===== src/rtl/stage6_accumulate_pkg.sv =====
// ---------------------------------------------------------------------------
// stage_pkg
// Shared widths, constants and types for the convolution accumulate stage.
//   PROD_W  : width of one coefficient*pixel product
//   SUM_W   : width of the full nine-product sum (max 9*65025 = 585225)
//   PIX_W   : output pixel width
//   CNT_W   : column/row counter width
//   PIX_SAT : saturation ceiling for the output pixel
// ---------------------------------------------------------------------------
package stage_pkg;

    localparam int PROD_W = 16;
    localparam int SUM_W  = 20;
    localparam int PIX_W  = 8;
    localparam int CNT_W  = 12;
    localparam int SHF_W  = 4;

    // Pair sums need one carry bit; the two stage-B partials need three.
    localparam int PAIR_W = PROD_W + 1;
    localparam int PART_W = SUM_W - 1;
    // One extra bit so the rounding add can never wrap.
    localparam int RND_W  = SUM_W + 1;

    localparam logic [PIX_W-1:0] PIX_SAT = 8'd255;

    // Everything stage C needs, as it leaves the adder tree.
    typedef struct packed {
        logic              valid;
        logic [SHF_W-1:0]  shift;
        logic [PART_W-1:0] part0;
        logic [PART_W-1:0] part1;
    } stage_b_t;

    // Clamp a normalised value to the pixel range.
    function automatic logic [PIX_W-1:0] sat_pix(input logic [RND_W-1:0] v);
        if (v > RND_W'(PIX_SAT)) begin
            return PIX_SAT;
        end
        return v[PIX_W-1:0];
    endfunction

endpackage


===== src/rtl/stage6_accumulate_adder_tree9.sv =====
// ---------------------------------------------------------------------------
// adder_tree9
// Two-stage registered adder tree for nine unsigned products.
//   Stage A: four pair sums (cp1+cp2, cp3+cp4, cp5+cp6, cp7+cp8), cp9 passed.
//   Stage B: part0 = A0+A1, part1 = A2+A3+cp9.
// The normalisation shift and the valid flag travel alongside the data.
// Ports:
//   clk, rst  clock, asynchronous active-low reset
//   i_valid   products and shift valid this cycle
//   i_cp      nine products, index 0 = cp1
//   i_shift   normalisation shift sampled with i_valid
//   o_b       stage B bundle (valid, shift, two partial sums)
// ---------------------------------------------------------------------------
module adder_tree9
    import stage_pkg::*;
(
    input  logic                         clk,
    input  logic                         rst,
    input  logic                         i_valid,
    input  logic [8:0][PROD_W-1:0]       i_cp,
    input  logic [SHF_W-1:0]             i_shift,
    output stage_b_t                     o_b
);

    logic                   r_a_valid;
    logic [SHF_W-1:0]       r_a_shift;
    logic [3:0][PAIR_W-1:0] r_a_pair;
    logic [PROD_W-1:0]      r_a_cp9;
    stage_b_t               r_b;

    // Data registers load only on valid samples; bubbles just move the flag.
    always_ff @(posedge clk or negedge rst) begin
        if (!rst) begin
            r_a_valid <= 1'b0;
            r_a_shift <= '0;
            r_a_pair  <= '0;
            r_a_cp9   <= '0;
            r_b       <= '0;
        end else begin
            r_a_valid <= i_valid;
            if (i_valid) begin
                r_a_pair[0] <= {1'b0, i_cp[0]} + {1'b0, i_cp[1]};
                r_a_pair[1] <= {1'b0, i_cp[2]} + {1'b0, i_cp[3]};
                r_a_pair[2] <= {1'b0, i_cp[4]} + {1'b0, i_cp[5]};
                r_a_pair[3] <= {1'b0, i_cp[6]} + {1'b0, i_cp[7]};
                r_a_cp9     <= i_cp[8];
                r_a_shift   <= i_shift;
            end

            r_b.valid <= r_a_valid;
            if (r_a_valid) begin
                r_b.part0 <= PART_W'(r_a_pair[0]) + PART_W'(r_a_pair[1]);
                r_b.part1 <= PART_W'(r_a_pair[2]) + PART_W'(r_a_pair[3])
                           + PART_W'(r_a_cp9);
                r_b.shift <= r_a_shift;
            end
        end
    end

    assign o_b = r_b;

endmodule


===== src/rtl/stage6_accumulate.sv =====
// ---------------------------------------------------------------------------
// stage6_accumulate
// Sums nine coefficient*pixel products, normalises with a rounded right
// shift, saturates to 8 bits and labels each output with its column/row.
// Three register stages, one sample per cycle, no stall.
// Handshake: in_valid qualifies cp1..cp9 and norm_shift in the same cycle;
// out_valid qualifies pix_out/col_cnt/row_cnt exactly three cycles later.
// There is no back-pressure.
// Ports:
//   clk, rst      clock, asynchronous active-low reset
//   in_valid      input sample valid
//   cp1..cp9      unsigned 16-bit products
//   norm_shift    right-shift amount 0..15
//   pix_out       rounded, saturated result (held while out_valid is low)
//   out_valid     pix_out valid
//   col_cnt       column of the pixel on pix_out
//   row_cnt       row of the pixel on pix_out
//   frame_done    high with the last pixel of a frame
// ---------------------------------------------------------------------------
module stage6_accumulate
    import stage_pkg::*;
#(
    parameter int IMG_W = 256,
    parameter int IMG_H = 256
) (
    input  logic              clk,
    input  logic              rst,
    input  logic              in_valid,
    input  logic [PROD_W-1:0] cp1,
    input  logic [PROD_W-1:0] cp2,
    input  logic [PROD_W-1:0] cp3,
    input  logic [PROD_W-1:0] cp4,
    input  logic [PROD_W-1:0] cp5,
    input  logic [PROD_W-1:0] cp6,
    input  logic [PROD_W-1:0] cp7,
    input  logic [PROD_W-1:0] cp8,
    input  logic [PROD_W-1:0] cp9,
    input  logic [SHF_W-1:0]  norm_shift,
    output logic [PIX_W-1:0]  pix_out,
    output logic              out_valid,
    output logic [CNT_W-1:0]  col_cnt,
    output logic [CNT_W-1:0]  row_cnt,
    output logic              frame_done
);

    localparam logic [CNT_W-1:0] COL_LAST = CNT_W'(IMG_W - 1);
    localparam logic [CNT_W-1:0] ROW_LAST = CNT_W'(IMG_H - 1);

    logic [8:0][PROD_W-1:0] w_cp;
    stage_b_t               w_b;
    logic [SUM_W-1:0]       w_sum;
    logic [RND_W-1:0]       w_rnd;
    logic [RND_W-1:0]       w_total;
    logic [RND_W-1:0]       w_shifted;
    logic                   w_col_last;
    logic                   w_row_last;

    logic [PIX_W-1:0]       r_pix;
    logic                   r_valid;
    logic [CNT_W-1:0]       r_col;
    logic [CNT_W-1:0]       r_row;

    assign w_cp = {cp9, cp8, cp7, cp6, cp5, cp4, cp3, cp2, cp1};

    adder_tree9 u_tree (
        .clk     (clk),
        .rst     (rst),
        .i_valid (in_valid),
        .i_cp    (w_cp),
        .i_shift (norm_shift),
        .o_b     (w_b)
    );

    assign w_sum = {1'b0, w_b.part0} + {1'b0, w_b.part1};

    // Half-LSB rounding constant: 2^(shift-1), nothing for shift 0.
    always_comb begin
        w_rnd = '0;
        if (w_b.shift != '0) begin
            w_rnd[{1'b0, w_b.shift - 4'd1}] = 1'b1;
        end
    end

    assign w_total    = {1'b0, w_sum} + w_rnd;
    assign w_shifted  = w_total >> w_b.shift;

    assign w_col_last = (r_col == COL_LAST);
    assign w_row_last = (r_row == ROW_LAST);

    always_ff @(posedge clk or negedge rst) begin
        if (!rst) begin
            r_pix   <= '0;
            r_valid <= 1'b0;
            r_col   <= '0;
            r_row   <= '0;
        end else begin
            r_valid <= w_b.valid;
            if (w_b.valid) begin
                r_pix <= sat_pix(w_shifted);
            end

            // Counters describe the pixel now on pix_out, so they step
            // once that pixel has been presented.
            if (r_valid) begin
                if (w_col_last) begin
                    r_col <= '0;
                    r_row <= w_row_last ? '0 : r_row + 1'b1;
                end else begin
                    r_col <= r_col + 1'b1;
                end
            end
        end
    end

    assign pix_out    = r_pix;
    assign out_valid  = r_valid;
    assign col_cnt    = r_col;
    assign row_cnt    = r_row;
    assign frame_done = r_valid & w_col_last & w_row_last;

endmodule


===== config.mk =====
export PLATFORM = sky130hd
export DESIGN_NAME = stage6_accumulate
export DESIGN_NICKNAME = d
export VERILOG_FILES = /design/src/rtl/stage6_accumulate_pkg.sv /design/src/rtl/stage6_accumulate_adder_tree9.sv /design/src/rtl/stage6_accumulate.sv
export SDC_FILE = /design/constraint.sdc
export NUM_CORES = 1
export LEC_CHECK = 0
export CAP_MARGIN = 15
export CORE_ASPECT_RATIO = 1.1
export CORE_UTILIZATION = 57
export CTS_CLUSTER_SIZE = 40
export DETAILED_ROUTE_END_ITERATION = 8
export PLACE_DENSITY = 0.82
export SETUP_SLACK_MARGIN = 0.5
export SYNTH_ARGS = -nofsm -noshare
export SYNTH_HDL_FRONTEND = slang
export SYNTH_SLANG_ARGS = --single-unit

===== constraint.sdc =====
create_clock -name clk -period 5.95 [get_ports clk]
set_clock_uncertainty 0.1 [all_clocks]
set_input_delay 1.19 -clock clk [delete_from_list [all_inputs] [get_ports clk]]
set_output_delay 1.19 -clock clk [all_outputs]
set_load 0.005 [all_outputs]

==> After elaboration in Yosys (flattened, before gate mapping) <==
Cells that the tools add are included.
{ "op_classes": {"mux": 9, "magnitude_cmp": 3, "n_shift": 1, "addsub": 12, "bitwise_logic": 2, "reduce_logical": 3, "eq_ne": 2} }
{ "ops": {"columns": ["op", "n"], "rows": [
  ["$add A16 B16 Y17", 4],
  ["$add A17 B17 Y18", 2],
  ["$add A12 B1 Y12 const B", 2],
  ["$eq A12 B8 Y1 const B", 2],
  ["$mux W12", 2],
  ["$add A20 B21 Y21", 1],
  ["$gt A21 B8 Y1 const B", 1],
  ["$shr A21 B4 Y21", 1],
  ["$add A19 B19 Y20", 1],
  ["$add A19 B16 Y19", 1],
  ["$mux W16", 1],
  ["$mux W8", 2],
  ["$lt A4 B6 Y1 const B", 1],
  ["$demux W1 S4", 1],
  ["$ge A4 B1 Y1 const B", 1],
  ["$reduce_bool A4 Y1", 1],
  ["$sub A4 B1 Y4 const B", 1],
  ["$mux W1", 3],
  ["$and A1 B1 Y1", 2],
  ["$reduce_and A2 Y1", 1],
  ["$logic_and A1 B1 Y1", 1]
]} }
{ "totals": {"reg_bits": 165, "out_inout_bits": 34, "in_bits": 151, "wordCells": 47} }

==> Longest topological paths before layout <==
{ "logic_depth": {"word_depth": 12, "mapped_depth": 19, "ltp_nobuf": 17} }

==> Modules after synthesis <==
From an unflattened synthesis, not the netlist that was laid out.
{ "hier_totals": {"cells_unflattened": 1522, "area_unflattened_um2": 14089.8} }
{ "modules_own_cells": {"columns": ["mod", "area_each_um2", "instances", "cells_each", "seq_area_each_um2"], "rows": [
  ["adder_tree9", 9575.4, 1, 967, 3278.1],
  ["stage6_accumulate", 4514.3, 1, 555, 825.8]
]} }

==> Worst setup path before layout <==
OpenSTA, ideal clock, no wires.
{ "synth_path": {"kind": "flip-flop to flip-flop", "startpoint": "register u_tree.r_b, in the netlist u_tree.o_b[39]", "endpoint": "register r_pix[6], in the netlist pix_out[6]", "t_required_ns": 5.708, "t_arrival_ns": 4.771, "path_stages_with_launch": 20, "n_path_buf": 2, "setup_time_ns": 0.142, "setup_slack_ns": 0.937, "period_less_slack_ns": 5.013, "path_cell_list": "dfrtp_1 > clkbuf_1 > inv_1 > clkbuf_1 > nor2_1 > nand2_1 > fa_1 > inv_1 > ha_1 > fa_1 > a211oi_2 > o211ai_2 > a31oi_1 > o21bai_1 > xor2_1 > mux4_2 > or3_1 > o31a_1 > nor4_4 > a31oi_1"} }
{ "synth_between": {"elab_chain_len": 12, "word_cells_on_any_way": 14, "cone_classes": "2 x add/sub; 3 x order compare; 1 x shift; 6 x mux; 2 x reduce/logical"} }
{ "synth_lines": {"columns": ["item", "line_no", "text"], "rows": [
  ["start, declared", "stage6_accumulate_adder_tree9.sv:29", "stage_b_t r_b;"],
  ["$sub A4 B1 Y4", "stage6_accumulate.sv:80", "w_rnd[{1'b0, w_b.shift - 4'd1}] = 1'b1;"],
  ["$lt A4 B6 Y1 (implied by the code) or $ge A4 B1 Y1 (tied branches)", "stage6_accumulate.sv:80", null],
  ["$logic_and A1 B1 Y1 (implied by the code)", "stage6_accumulate.sv:80", null],
  ["$mux W1 (implied by the code)", "stage6_accumulate.sv:80", null],
  ["$demux W1 S4", "stage6_accumulate.sv:80", null],
  ["$mux W16", "stage6_accumulate.sv:79", "if (w_b.shift != '0) begin"],
  ["$add A20 B21 Y21", "stage6_accumulate.sv:84", "assign w_total = {1'b0, w_sum} + w_rnd;"],
  ["$shr A21 B4 Y21 *", "stage6_accumulate.sv:85", "assign w_shifted = w_total >> w_b.shift;"],
  ["$gt A21 B8 Y1", "stage6_accumulate_pkg.sv:36", "if (v > RND_W'(PIX_SAT)) begin"],
  ["$mux W1", "stage6_accumulate_pkg.sv:36", null],
  ["$mux W1", "stage6_accumulate.sv:98", "if (w_b.valid) begin"],
  ["$mux W8 *", "stage6_accumulate_pkg.sv:39", "return v[PIX_W-1:0];"],
  ["end signal, assigned", "stage6_accumulate.sv:99", "r_pix <= sat_pix(w_shifted);"],
  ["end, declared", "stage6_accumulate.sv:58", "logic [PIX_W-1:0] r_pix;"]
]} }
Mark *: on every way between the ends. The rest lies on a longest branch, timed or not. The select of a mux whose other input is x is not followed.
A chain may end at the register's enable or synchronous reset.

==> Worst setup path after layout <==
{ "layout_path": {"startpoint": "register u_tree.r_b, in the netlist u_tree.o_b[38]", "endpoint": "register r_pix[3], in the netlist pix_out[3]"} }
The elaborated chain is that of the path after synthesis.

==> flow_metrics.tcl <==
set metrics [dict create \
    die_w_um 149 \
    totalWireLength_mm 31.3 \
    finalNetCount 1958 \
    grt_max_degree 86 \
    worst_slew_pin_slew_ns 0.771 \
    first_pass_iters 5 \
    drcViolationCount 0 \
    fin_setup_tns_ns 0 \
    whs_path_depth 2 \
    cp.arrival_ns 5.28 \
    pin_count 185 \
    hold_viol_final 0 \
    dieArea_sq_mm 0.0244 \
    post_drt_wl_per_cell_um 15.9 \
    insertion_delay_ns 0.44 \
    power_leakage_nw 7.25 \
    r2r-end "pix_out[3]$_DFFE_PN0P_" \
    crit_type "reg2reg" \
    rr_startpoint "u_tree.o_b[38]$_DFFE_PN0P_" \
    crit_start "u_tree.o_b[38]$_DFFE_PN0P_" \
    initial_core_util 0.587 \
    drv_cap 0 \
    synth_seq_cells 164 \
    required_ns 6.15 \
    async_flop_share 1.00 \
    slew_violations 0 \
    ctsLongestPathBuffers 2 \
    cts_made_buffers 17 \
    clock_sinks 164 \
    syn_nets 1787 \
    r2r_slack_ns 0.87 \
    cp-end-kind "flip-flop" \
    max-vdd-ir-drop_mv 0.290 \
    antenna_cells 0 \
    dp_hpwl_mm 24.5 \
    seqCellArea_sq_mm 0.00411 \
    yosys_warnings 0 \
    hold_class "reg2reg" \
    grt_pass1_wl_mm 51.4 \
    drive_gt1_frac 0.102 \
    reg2reg_depth 15 \
    ys_seq_area_frac 0.303 \
    antenna_found_initial 2 \
    period_needed_ns 5.08 \
    grt_pass1_vias 10934 \
    antenna_left 0 \
    num_rows 58 \
    clk_pin_slew_ns 0.07 \
    synth.avg_cell_area_sq_um 9.18 \
    root_buffer "clkbuf_16" \
    grt_usage 0.260 \
    htree_num_levels 4 \
    power_density_mw_per_mm2 510 \
    globalRouteOverflowTotal 0 \
    multi_input_area_sq_mm 0.00885 \
    synth_cell_types 80 \
    n_fill_cell 1787 \
    fin_crit_sh 0.855 \
    die_y_um 164 \
    synth_edf_count 0 \
    fin_hold_ws_ns 0.393 \
    io_buffers 184 \
    dr_total_vias 11383 \
    finalSetupViolCount 0 \
    drt-initial-drc-count 613 \
    fmaxAchievable_ghz 0.197 \
    slew_headroom 0.486 \
    start_kind "flip-flop" \
    synthCells 1476 \
    synth_area_sq_mm 0.0136 \
    ys.flop_type "dfrtp_1" \
    rsz0062_at_grt "false" \
    cts_tree "built" \
    via_per_inst 5.81 \
    coreArea_sq_mm 0.0231 \
    run_status "complete, no violations" \
    cp_max_fo 21 \
    syn_to_final_growth_pct 20.0 \
    hold_buffers 0 \
    crit_end "pix_out[3]$_DFFE_PN0P_" \
    routabilityCongestion 0.925 \
]
[critical path, stage by stage (launching register included)]
cell and delay [ns]:
dfrtp_2 0.56, nor2_1 0.57, nand2_1 0.16, fa_1 0.51
inv_1 0.04, ha_1 0.36, o211ai_1 0.22, o211ai_1 0.18
and3_1 0.29, or3_1 0.40, o211a_1 0.31, or2_0 0.26
a211oi_2 0.27, a41oi_1 0.25, nor2_2 0.31, a31oi_1 0.12
[routing by layer]
metal  vias to the layer above  part of all wire  GRT usage
li1                       5665                 -          -
met1                      5435              0.44      0.326
met2                       242              0.51      0.468
met3                        41             0.035     0.0344
met4                         0             0.015     0.0686
met5                         -                 0          0
[worst min-delay path by stage]
stage	startpoint	end	slack, ns
after CTS	u_tree.o_b[34]$_DFFE_PN0P_	u_tree.o_b[34]$_DFFE_PN0P_	0.40
after global routing	col_cnt[11]$_DFFE_PN0P_	col_cnt[11]$_DFFE_PN0P_	0.41
after global placement	u_tree.r_a_shift[2]$_DFFE_PN0P_	u_tree.o_b[40]$_DFFE_PN0P_	0.37
after detailed placement	u_tree.o_b[34]$_DFFE_PN0P_	u_tree.o_b[34]$_DFFE_PN0P_	0.38
after floorplan	u_tree.o_b[42]$_DFF_PN0_	out_valid$_DFF_PN0_	0.25
final	u_tree.r_a_shift[2]$_DFFE_PN0P_	u_tree.o_b[40]$_DFFE_PN0P_	0.39
[registers in the layout, summed over array words and instances, names as in the netlist]
signal            flops
col_cnt              12
pix_out               8
row_cnt              12
u_tree.r_a_shift      4
u_tree.r_a_cp9       16
u_tree.o_b           42
out_valid             1
u_tree.r_a_pair      68
u_tree.r_a_valid      1
[power by group]
part / leakage [nW] / internal, mW / switching, mW / total (mW)
Clock: 0.277 / 0.565 / 0.537 / 1.10
Sequential: 1.95 / 1.41 / 0.190 / 1.60
Combinational: 5.02 / 2.49 / 3.10 / 5.59
[placed cells by master (no fill, tap or decap), types with 10 or more instances in the layout]
master,Yosys,final
nor2b_1,16,16
xor2_1,34,34
and3_1,26,26
o31ai_1,10,10
ha_1,136,136
a21o_1,23,23
xnor2_1,74,74
a31oi_1,23,23
dfrtp_1,164,161
nor2_1,114,113
clkbuf_16,0,17
o21ai_0,74,74
a21oi_1,79,79
o211ai_1,13,13
nand2b_1,10,10
buf_4,1,12
nor3_1,33,33
mux2_2,87,87
clkdlybuf4s50_1,0,182
or3_1,16,16
nand3_1,41,41
nand4_1,14,14
nand2_1,108,108
mux2i_1,20,20
a211oi_1,20,20
fa_1,24,24
inv_1,115,115
o22ai_1,10,10
[cells in the mapped netlist (all sizes together), types with 14 or more instances]
| library cell | number | area (sq um) |
|---|---|---|
| dfrtp | 164 | 4100 |
| ha | 136 | 1700 |
| inv | 116 | 435 |
| nor2 | 115 | 434 |
| nand2 | 108 | 405 |
| mux2 | 87 | 980 |
| a21oi | 79 | 395 |
| o21ai | 78 | 390 |
| xnor2 | 74 | 648 |
| nand3 | 41 | 205 |
| xor2 | 34 | 298 |
| nor3 | 33 | 165 |
| clkbuf | 29 | 109 |
| and3 | 27 | 174 |
| a21o | 24 | 181 |
| fa | 24 | 480 |
| a31oi | 23 | 144 |
| a211oi | 22 | 175 |
| mux2i | 21 | 223 |
| nor2b | 16 | 100 |
| or3 | 16 | 100 |
| buf | 14 | 60.1 |
| nand4 | 14 | 87.6 |
| o211ai | 14 | 110 |
[cells by family after synthesis]
kind of cell / synth area share
multiplexers: 0.101
AND/OR/NAND/NOR: 0.153
XOR/XNOR: 0.0698
adder cells (fa/ha/maj): 0.161
AO/OA/AOI/OAI: 0.167
other: 0.000277
flip-flops: 0.303
buffers and inverters: 0.0449
[repair_timing]
| action | CTS | global route |
|---|---|---|
| setup endpoints to repair | 0 | 8 |
| buffers inserted | 0 | 0 |
| hold endpoints to repair | 0 | 0 |
| gates resized for setup | 0 | 3 |
[per-stage QoR]
step / area [sq um] / setup WS [ns] / total power [mW] / util / instances
2_1_floorplan: 13600 / 0.937 / 5.82 / - / 1476
3_3_place_gp: 15700 / 0.797 / 6.99 / 0.680 / 1928
3_5_place_dp: 15700 / 0.645 / 7.10 / 0.680 / 1928
4_1_cts: 16300 / 0.599 / 8.25 / 0.705 / 1960
5_1_grt: 16300 / 0.572 / 8.95 / 0.705 / 1960
6_report: 16300 / 0.865 / 8.29 / 0.705 / 1960
[cell type report]
class | count | area share
Tap cell | 300 | 0.0231
Inverter | 117 | 0.0270
Multi-Input combinational cell | 1152 | 0.544
Clock buffer | 18 | 0.0264
Sequential cell | 164 | 0.252
Timing Repair Buffer | 195 | 0.118
Clock inverter | 14 | 0.00930
Power figures use the tool's default switching activity.
